--- config.mk ---
export PLATFORM = sky130hd
export DESIGN_NAME = prince_linear_layer
export DESIGN_NICKNAME = d
export VERILOG_FILES = /design/src/rtl/prince_linear_layer.sv
export SDC_FILE = /design/constraint.sdc
export NUM_CORES = 1
export LEC_CHECK = 0
export CORE_MARGIN = 2
export CORE_UTILIZATION = 46
export DETAILED_ROUTE_END_ITERATION = 8
export PLACE_DENSITY_LB_ADDON = 0.3
export SYNTH_ARGS = -nofsm -noshare
export SYNTH_HDL_FRONTEND = slang
export SYNTH_SLANG_ARGS = --single-unit
--- constraint.sdc ---
create_clock -name clk -period 2.55 [get_ports clk]
set_clock_uncertainty 0.2 [all_clocks]
set_input_delay 0.765 -clock clk [delete_from_list [all_inputs] [get_ports clk]]
set_output_delay 0.765 -clock clk [all_outputs]
set_load 0.03 [all_outputs]
--- src/rtl/prince_linear_layer.sv ---
// prince_linear_layer: PRINCE linear layer fused with round-key/round-constant addition.
// Latency: 1 cycle (in_valid at edge t -> out_valid/data_out after edge t), full throughput.
// Backpressure: none; a new operation is accepted every cycle in_valid is high.
//
// Ports:
//   clk       rising-edge clock
//   rst       synchronous active-high reset (clears out_valid and data_out)
//   in_valid  qualifies data_in/key/rc/mode this cycle
//   mode      0 = forward: SR(M'(data_in)) ^ key ^ rc
//             1 = inverse: M'(SR^-1(data_in ^ key ^ rc))
//   data_in   64-bit state, nibble n0 = bits 63:60 ... n15 = bits 3:0
//   key, rc   round key and round constant
//   out_valid data_out holds a new result
//   data_out  registered result; held while in_valid is low
module prince_linear_layer (
    input  logic        clk,
    input  logic        rst,
    input  logic        in_valid,
    input  logic        mode,
    input  logic [63:0] data_in,
    input  logic [63:0] key,
    input  logic [63:0] rc,
    output logic        out_valid,
    output logic [63:0] data_out
);

    // ShiftRows nibble permutation and its inverse: out nibble i = in nibble P[i].
    localparam int SR_FWD [16] = '{0, 5, 10, 15, 4, 9, 14, 3, 8, 13, 2, 7, 12, 1, 6, 11};
    localparam int SR_INV [16] = '{0, 13, 10, 7, 4, 1, 14, 11, 8, 5, 2, 15, 12, 9, 6, 3};

    // M_k clears nibble bit position k, where position 0 is the nibble MSB.
    function automatic logic [3:0] m_mask(input logic [1:0] k);
        return ~(4'b1000 >> k);
    endfunction

    // M-hat on one 16-bit chunk; rot=1 selects M-hat1 (mask index offset by one).
    function automatic logic [15:0] m_hat(input logic [15:0] c, input logic [1:0] rot);
        logic [15:0] r;
        logic [3:0]  acc;
        r = '0;
        for (int i = 0; i < 4; i++) begin
            acc = '0;
            for (int j = 0; j < 4; j++) begin
                acc = acc ^ (c[15-4*j -: 4] & m_mask(2'(i + j) + rot));
            end
            r[15-4*i -: 4] = acc;
        end
        return r;
    endfunction

    // M' is an involution, so the same block serves both directions.
    function automatic logic [63:0] m_prime(input logic [63:0] x);
        return {m_hat(x[63:48], 2'd0), m_hat(x[47:32], 2'd1),
                m_hat(x[31:16], 2'd1), m_hat(x[15:0],  2'd0)};
    endfunction

    function automatic logic [63:0] shift_rows(input logic [63:0] x, input logic inv);
        logic [63:0] r;
        r = '0;
        for (int i = 0; i < 16; i++) begin
            if (inv) r[63-4*i -: 4] = x[63-4*SR_INV[i] -: 4];
            else     r[63-4*i -: 4] = x[63-4*SR_FWD[i] -: 4];
        end
        return r;
    endfunction

    logic [63:0] tweak;
    logic [63:0] result;

    assign tweak = key ^ rc;

    always_comb begin
        result = '0;
        if (mode) result = m_prime(shift_rows(data_in ^ tweak, 1'b1));
        else      result = shift_rows(m_prime(data_in), 1'b0) ^ tweak;
    end

    always_ff @(posedge clk) begin
        if (rst) begin
            out_valid <= 1'b0;
            data_out  <= '0;
        end else begin
            out_valid <= in_valid;
            if (in_valid) data_out <= result;
        end
    end

endmodule

==> PnR_summary.wiki <==
{| class="wikitable"
! Metric !! Value
|-
| Total Wirelength || ~22 mm
|-
| Clock tree from TritonCTS || done
|-
| Xor/xnor share of the synthesized area || 0.621
|-
| Clock latency on the worst-skew pair || 0.33 ns
|-
| Maximum root-to-sink buffer count || 2
|-
| Critical Path Source Type || input pin
|-
| Data required time at the worst endpoint || approximately 2.6 ns
|-
| Final Hold Fails || 0
|-
| Max incr delay on CP || 0.52 ns
|-
| Synthesized-area fraction occupied by adder cells || 0
|-
| Power Density || approximately 510 nW/um2
|-
| Master cell of the clock root buffer || sky130_fd_sc_hd__clkbuf_16
|-
| Num Clock Sinks || 65
|-
| Status || completed
|-
| Cell types with the largest area share after synthesis || sky130_fd_sc_hd__xnor3_1 (28%), sky130_fd_sc_hd__dfxtp_1 (18%), sky130_fd_sc_hd__xnor2_1 (17%)
|-
| Hold Worst Slack || around 0.31 ns
|-
| CP Data Arrival Time || between 2 and 3 ns
|-
| Number of core rows || 45
|-
| Maximum number of pins on one net before global-route repair || 42
|-
| Share of synthesized area occupied by flip-flops and latches || 0.184
|-
| Synthesized-area fraction occupied by ao, oa, aoi and oai cells || 0.130
|-
| Synth Net Count || between 800 and 900
|-
| Fin nets || between 1,000 and 1,500
|-
| Worst hold path type || reg -> reg
|-
| Warnings from Yosys || 0
|-
| Grt total ovfl || 0
|-
| Commonest cells after routing, fill and taps aside || sky130_fd_sc_hd__clkdlybuf4s50_1 (258), sky130_fd_sc_hd__buf_4 (161), sky130_fd_sc_hd__xnor2_1 (132), sky130_fd_sc_hd__xnor3_1 (89), sky130_fd_sc_hd__nor2_1 (81)
|-
| Count of placed standard cells in the final layout, fillers left out || about 1,200
|-
| Area of the multi-input gates || between 5000 and 6000 um2
|-
| DRT antenna net count || 0
|-
| Area share of the largest cell type after synthesis || 0.284
|-
| Worst setup path class || in -> reg
|-
| Boundary pin count || 261
|-
| Last weighted congestion value of the routability-driven placer || between 0.8 and 0.9
|-
| Die span in x || 128 um
|-
| Count of port buffers added during placement || 260
|-
| Fraction of power spent switching nets || 0.340
|-
| IR drop worst, VDD || approximately 300 uV
|-
| Overall die area || 16,300 um2
|-
| Height of the die || about 130 um
|-
| Maximum net fanout on the critical path || 2
|-
| Cells along the critical path || clkdlybuf4s50_1 > xnor3_1 > xor3_1 > xor2_1 > a221oi_2
|-
| Power consumption || about 5.8 mW
|-
| Number of vias in the routed layout || 6,238
|-
| Number of optimization iterations in the first detailed-route pass || 5
|-
| Transition at the pin with the smallest max-transition slack || ~0.56 ns
|-
| Number of design rule violations left after detail routing || 0
|-
| Worst Slack Setup Final || ~0.042 ns
|-
| Fraction of layout instances using a drive strength above 1 || 0.193
|-
| Detailed placement HPWL || roughly 18 mm
|-
| Max-slew headroom at the worst pin || 0.629
|-
| Vias per std cell || slightly above 5
|-
| Seq. cell area || between 1000 and 1500 um2
|-
| Clock-pin slew of the registers on the worst-case setup and hold paths || about 0.050 ns
|-
| Count of filler cells inserted in the layout || a little under 1,000
|-
| DRC violation total after the first TritonRoute iteration || between 200 and 300
|-
| Period utilisation layout || 0.984
|-
| Leakage dissipation || 5.33 nW
|-
| Net Switching || approximately 2.0 mW
|-
| Starting utilization of the core area || 0.468
|-
| Unique cell type count in the Yosys netlist || 33
|-
| Type of element capturing the critical path || register
|-
| Finish-stage setup viols || 0
|-
| Initial antenna violation count || 0
|-
| Aggregate global-route resource usage || 0.265
|-
| Wire length of the first global-routing pass || roughly 34 mm
|-
| Leading cell type in the layout, fill and taps excluded || sky130_fd_sc_hd__clkdlybuf4s50_1
|-
| # Max-Cap Violations || 0
|-
| Min Clock Period, post-route || 2.51 ns
|-
| Diodes inserted || 0
|-
| Number of global-route vias before repair || a little under 7,000
|-
| Synth Register Bits || 65
|-
| Reg power frac || 0.213
|-
| Max-slew violation count || 0
|-
| Average footprint of a synthesized cell || around 11 um2
|-
| Simple-gate share of the synthesized area || 0.0484
|-
| Multiplexer area fraction after synthesis || 0
|-
| Internal power || roughly 3.8 mW
|-
| Combinational share of power || 0.574
|-
| Part of the power in the clock network || 0.214
|-
| Placed cell count || 1,203
|-
| Combinational family with the most area after synthesis || XOR/XNOR gates
|-
| Number of H-tree branching levels || 3
|-
| Worst setup timing slack at the placement stage || -0.298 ns
|-
| Top achievable clock speed || between 0.3 and 0.4 GHz
|-
| Core outline area || 15,100 um2
|-
| Area added between synthesis and finish || 61.3%
|-
| Netlist area before placement || just over 7000 um2
|-
| Detailed-route wire length per cell || 18.1 um
|-
| Number of clock buffers inserted by TritonCTS || 9
|-
| Cell type contributing the most total cell area after synthesis || sky130_fd_sc_hd__xnor3_1
|-
| Cells after synthesis || 619
|-
| Library cell contributing the largest single delay on the critical path || sky130_fd_sc_hd__clkdlybuf4s50_1
|}
==> Yosys cell counts, drive strengths merged <==
cell type	number
o22ai	2
o21bai	6
a221oi	4
o21ai	14
nor2	81
clkbuf	24
o21ba	1
xor2	54
xnor3	90
o32ai	1
a2111oi	5
a211o	26
inv	1
a21oi	37
dfxtp	65
buf	5
nand2	5
nor2b	2
o21a	11
a32oi	1
o311a	1
a311oi	2
a211oi	14
o211ai	1
xor3	27
xnor2	138
and2	1
==> flip-flops by register name (all words and copies together) (netlist names) <==
signal,count
out_valid,1
data_out,64
==> power by group through the flow <==
| stage | registers [mW] | clock network, mW | logic (mW) |
|---|---|---|---|
| 6_report | 1.23 | 1.24 | 3.32 |
| 3_3_place_gp | 1.25 | 0 | 3.20 |
| 3_5_place_dp | 1.25 | 0 | 3.29 |
| 5_1_grt | 1.25 | 1.30 | 3.51 |
| 4_1_cts | 1.23 | 1.25 | 3.32 |
| 2_1_floorplan | 1.50 | 0 | 1.70 |
==> path summary, 6_finish.rpt <==
| kind | endpoint | start | slack (ns) | depth (start not counted) |
|---|---|---|---|---|
| max | data_out[44] | data_in[56] | 0.04 | 5 |
| min | data_out[13] | data_out[13] | 0.31 | 2 |
| max reg2reg | data_out[49] | data_out[49] | 1.32 | 3 |
| min reg2reg | data_out[13] | data_out[13] | 0.31 | 2 |
==> area by class of cell <==
class                           instances  share of cell area
Clock buffer                           13              0.0220
Clock inverter                          3             0.00352
Inverter                                1            0.000330
Multi-Input combinational cell        524               0.498
Sequential cell                        65               0.114
Tap cell                              188              0.0207
Timing Repair Buffer                  425               0.341
==> stage by stage <==
step           utilization  instance area, um2  TNS (ns)
3_5_place_dp         0.734               11100     -8.44
2_1_floorplan            -                7060         0
4_1_cts              0.753               11400         0
6_report             0.754               11400         0
3_3_place_gp         0.734               11100     -5.73
5_1_grt              0.754               11400   -0.0141
==> per-layer routing <==
layer | wire length [um] | GRT usage | vias to the layer above
met1 | 8720 | 0.304 | 2982
li1 | - | - | 2979
met2 | 11400 | 0.494 | 239
met3 | 1310 | 0.0422 | 38
met5 | 0 | 0 | -
met4 | 554 | 0.0983 | 0
==> timing repair <==
item                       in CTS  in global routing
setup endpoints to repair       1                  3
setup buffers                   0                  0
gates resized for setup         1                  3
hold buffers                    0                  0
pin swaps                       0                  1
==> critical path: cells and delay by family <==
kind	cells	cell delay (ns)
AOI/OAI and AO/OA	1	0.22
buffers and inverters	1	0.52
xor gates and xnor gates	3	1.05
==> cell families (layout without fill, tap and decap cells) <==
family / count (synthesis) / after routing
XOR/XNOR: 309 / 309
AO/OA/AOI/OAI: 126 / 126
AND/OR/NAND/NOR: 89 / 89
flip-flops: 65 / 65
buffers and inverters: 30 / 442
Note: power is estimated with default switching activity, not from simulation.
